`src/rtl/mag_search.sv`:
```
// mag_search: successive-approximation search engine.
// Drives the A operand of a magnitude comparator and recovers the unknown
// B operand (target) by MSB-first binary search, using the comparator's
// less/equal/greater flags. Reports done, result and a flag-consistency error.
module mag_search #(
  parameter int WIDTH = 4
) (
  input  logic             clk,
  input  logic             rst_n,
  input  logic             start,
  output logic [WIDTH-1:0] guess,
  input  logic             less,
  input  logic             equal,
  input  logic             greater,
  output logic             busy,
  output logic             done,
  output logic [WIDTH-1:0] result,
  output logic             err
);

  localparam int IDX_W = (WIDTH > 2) ? $clog2(WIDTH) : 1;

  localparam logic [0:0] S_IDLE  = 1'b0;
  localparam logic [0:0] S_PROBE = 1'b1;

  localparam logic [WIDTH-1:0] MSB_PROBE = {1'b1, {(WIDTH-1){1'b0}}};
  localparam logic [IDX_W-1:0] IDX_TOP   = IDX_W'(WIDTH-1);

  logic [0:0]       state;
  logic [WIDTH-1:0] acc;        // bits confirmed so far
  logic [IDX_W-1:0] idx;        // bit position currently under trial

  logic             flags_ok;
  logic [WIDTH-1:0] acc_next;
  logic [IDX_W-1:0] idx_dec;
  logic [WIDTH-1:0] probe_next;

  assign busy = (state == S_PROBE);

  // Decode the comparator answer for the current probe and form the next probe.
  always_comb begin
    // NOTE: every signal gets a default first so no path can infer a latch.
    flags_ok   = 1'b0;
    acc_next   = acc;
    idx_dec    = idx;
    probe_next = guess;

    flags_ok   = $onehot({less, equal, greater});
    // guess < target means the trial bit belongs to the target: keep it.
    acc_next   = less ? guess : acc;
    // Only consumed when idx != 0, so the decrement never wraps in use.
    idx_dec    = idx - IDX_W'(1);
    probe_next = acc_next | (WIDTH'(1) << idx_dec);
  end

  // Search sequencer: IDLE waits for start, PROBE evaluates one bit per cycle.
  always_ff @(posedge clk or negedge rst_n) begin
    if (!rst_n) begin
      state  <= S_IDLE;
      guess  <= '0;
      acc    <= '0;
      idx    <= IDX_TOP;
      done   <= 1'b0;
      result <= '0;
      err    <= 1'b0;
    end else begin
      // NOTE: non-blocking assignments so every register samples pre-edge values.
      done <= 1'b0;
      case (state)
        S_IDLE: begin
          if (start) begin
            acc   <= '0;
            idx   <= IDX_TOP;
            guess <= MSB_PROBE;
            err   <= 1'b0;
            state <= S_PROBE;
          end
        end
        S_PROBE: begin
          if (!flags_ok) begin
            // Comparator answered inconsistently: abort with an error.
            err    <= 1'b1;
            result <= '0;
            done   <= 1'b1;
            state  <= S_IDLE;
          end else if (equal) begin
            // Exact hit: no need to try the remaining lower bits.
            result <= guess;
            done   <= 1'b1;
            state  <= S_IDLE;
          end else begin
            acc <= acc_next;
            if (idx == '0) begin
              result <= acc_next;
              done   <= 1'b1;
              state  <= S_IDLE;
            end else begin
              idx   <= idx_dec;
              guess <= probe_next;
            end
          end
        end
      endcase
    end
  end

endmodule

```
`config.mk`:
```
export PLATFORM = sky130hd
export DESIGN_NAME = mag_search
export DESIGN_NICKNAME = d
export VERILOG_FILES = /design/src/rtl/mag_search.sv
export SDC_FILE = /design/constraint.sdc
export NUM_CORES = 1
export LEC_CHECK = 0
export BUFFER_PORTS_ARGS = -buffer_cell sky130_fd_sc_hd__clkbuf_2
export CORE_ASPECT_RATIO = 0.9
export CORE_MARGIN = 2
export CORE_UTILIZATION = 40
export CTS_BUF_LIST = sky130_fd_sc_hd__clkbuf_16
export DETAILED_ROUTE_END_ITERATION = 10
export GPL_TIMING_DRIVEN = 0
export PLACE_DENSITY = 0.69
export SYNTH_ARGS = -nofsm -noshare
export SYNTH_HDL_FRONTEND = slang
export SYNTH_SLANG_ARGS = --single-unit
```
`constraint.sdc`:
```
create_clock -name clk -period 1.7 [get_ports clk]
set_clock_uncertainty 0.1 [all_clocks]
set_input_delay 0.34 -clock clk [delete_from_list [all_inputs] [get_ports clk]]
set_output_delay 0.34 -clock clk [all_outputs]
set_load 0.01 [all_outputs]
```
==> flow_summary.ini <==
[route]
drtIter0Drc = 13
detail-route-antenna-nets = 0
vias = 709
route.detailed.drc = 0
first_pass_iters = 4
viasPerCell = 5.18
wl_mm = 2.04
detail_route.wl_per_cell_um = 14.9

[worst_setup_path]
startpoint_type = input port
end_kind = register
path_max_fanout = 8
critPathArrivalTime_ps = 1720
ff2ff_setup_slack_ps = 140
cp.required_ps = 1780
critPathKind = in -> reg
rr_startpoint = idx[1]
reg2regPathDepth = 8
reg2reg_to = guess[1]

[synthesis]
synth_edf_count = 0
syn_area_per_cell_um2 = 10.4
synth-seq-cells = 17
syn_nets = 97
synthDistinctLibCells = 24
ys_dominant_reg_cell = dfrtp_1
postSynthCellCount = 85
yosys_warnings = 0
async_flop_share = 1.00
netlist_area_um2 = 882
ys_seq_area_frac = 0.485

[hold_path]
min_from = start
hold_path_class = in -> reg
worstHoldPathCells = 3
min_to = busy

[timing]
setup_viol = 0
tns_ps = 0
hold_violations = 0
slew_headroom = 0.707
tightest_slew_ps = 439
drv_slew = 0
finalCritPeriodShare = 0.967
period_needed_ps = 1640
setup_slack_ps = 55.6
max_clock_freq_mhz = 608

[floorplan]
start_util = 0.416
pin_count = 17
die_h_um = 48.6
coreArea_mm2 = 0.00212
dieArea_mm2 = 0.00260
row_count = 16
die_w_um = 53.5

[status]
status = completed

[power_and_ir_drop]
power.density_mw_per_mm2 = 1000
p_sw_w = 0.000316
seqPwrFrac = 0.409
p_clk_frac = 0.407
ir_worst_vdd_mv = 0.848
swShare = 0.271
p_comb_frac = 0.185
leakage_nw = 0.538
p_int_w = 0.000851

[placement]
dpl_worst_slack_ps = -338
gp_congestion = 0.732
dp.cells = 128
place_area_mm2 = 0.00100
io_buffers = 16
dp_hpwl_mm = 1.46

[global_route]
grt_max_degree = 18
grt_pass1_vias = 698
top_usage_layer = met2
grt_overflow = 0
antenna_found_initial = 0
grt_util_met2 = 0.278
grt_pass1_wl_mm = 3.32
grt.met1_usage = 0.225
grt_util_all_layers = 0.180
use_met3 = 0.0556

[final_layout]
nFillCells = 195
instances_no_fill = 137
multiInputGateArea_um2 = 470
area_delta_synth_final_pct = 32.2
regArea_um2 = 428
design_area_mm2 = 0.00117
drive_gt1_frac = 0.391
antennaDiodeCount = 0
final_nets = 123

[clock_tree]
cts_buffers = 3
clkSlewWorstSetupHoldPaths_ps = 50
cts_max_level = 1
clk_latency_ps = 250
cts-root-buf = clkbuf_16
cts_tree = done
clkSinkCount = 17
clock_path_buffers = 2

[job]
cap_violations = 0
-- worst max-delay path, stage by stage --
cell	delay, ps
buf_6	100
fa_1	530
nor2b_4	230
nor4b_4	210
buf_4	190
nand2_1	50
o21ai_1	70
-- worst max path at each step --
| stage | start | endpoint | depth (start not counted) |
|---|---|---|---|
| after floorplan | less | acc[0] | 5 |
| after global placement | less | acc[3] | 6 |
| after detailed placement | less | guess[1] | 8 |
| after CTS | less | idx[0] | 5 |
| after global routing | greater | acc[3] | 7 |
| final | greater | acc[2] | 7 |
-- layout by cell type (no fill, tap or decap) --
cell type and count:
nand2_2 4, o21ai_0 1, clkbuf_2 13, nor4b_4 1, nand2_1 9, nor2_4 1
mux2i_1 4, dlygate4sd3_1 1, a31oi_1 1, nor2_1 5, nand3_2 1, clkbuf_16 3
buf_6 2, dfstp_2 2, a21oi_1 6, fa_1 1, inv_2 5, nor2b_4 1
nor2_2 1, nor2b_1 1, o21a_1 1, dfrtp_1 15, nor2b_2 1, ha_4 1
buf_4 5, mux2_2 1, ha_1 4, o21ai_1 10, o2bb2ai_1 5, nand4_1 1
nand3b_1 1, o32a_1 1, clkinv_2 1
-- cell usage after synthesis, types with 2 or more instances --
cell / number / area, um2
inv_1: 2 / 7.51
dfstp_2: 2 / 52.6
nand2_2: 2 / 12.5
mux2i_1: 4 / 40.0
nor2_1: 6 / 22.5
o21ai_0: 11 / 55.1
nand2_1: 11 / 41.3
ha_1: 5 / 62.6
dfrtp_1: 15 / 375
o2bb2ai_1: 5 / 43.8
inv_2: 3 / 11.3
nor2b_2: 2 / 17.5
a21oi_1: 6 / 30.0
-- final cells by class --
| cell class | count | area share |
|---|---|---|
| Clock buffer | 3 | 0.0644 |
| Clock inverter | 1 | 0.00429 |
| Inverter | 5 | 0.0161 |
| Multi-Input combinational cell | 63 | 0.403 |
| Sequential cell | 17 | 0.367 |
| Tap cell | 27 | 0.0290 |
| Timing Repair Buffer | 21 | 0.116 |
-- cells by family after synthesis --
group           after synthesis  synth area share
simple gates                 27             0.169
compound gates               25             0.173
flops                        17             0.485
fa+ha+maj                     6            0.0936
buf+inv                       5            0.0213
mux                           5            0.0582
-- flip-flops by register name, indices dropped and copies added (netlist names) --
name,flops
guess,4
err,1
result,4
idx,2
done,1
acc,4
busy,1
-- what timing repair did --
item | in CTS | in global routing
hold buffers | 1 | 0
gates cloned | 0 | 0
gates resized for setup | 3 | 16
setup buffers | 3 | 1
endpoints found under the setup margin | 10 | 10
pin swaps | 1 | 2
hold endpoints to repair | 15 | 0
-- through the flow --
| step | total power (W) | hold slack [ps] | utilization |
|---|---|---|---|
| 2_1_floorplan | 0.000594 | -55.6 | - |
| 3_3_place_gp | 0.000663 | 193 | 0.473 |
| 3_5_place_dp | 0.000672 | 197 | 0.473 |
| 4_1_cts | 0.00116 | 330 | 0.531 |
| 5_1_grt | 0.00122 | 372 | 0.550 |
| 6_report | 0.00117 | 335 | 0.550 |
-- routing by layer --
metal,part of all wire,routed length [um]
met1,0.45,908
met2,0.49,994
met3,0.045,91
met4,0.020,41
met5,0,0
-- power by group through the flow --
| stage | combinational [W] | sequential, W | clock, W |
|---|---|---|---|
| after floorplan | 0.000106 | 0.000488 | 0 |
| after CTS | 0.000202 | 0.000475 | 0.000487 |
| after detailed placement | 0.000190 | 0.000482 | 0 |
| final | 0.000215 | 0.000477 | 0.000474 |
| after global routing | 0.000240 | 0.000484 | 0.000498 |
| after global placement | 0.000182 | 0.000481 | 0 |
Power figures use the tool's default switching activity.
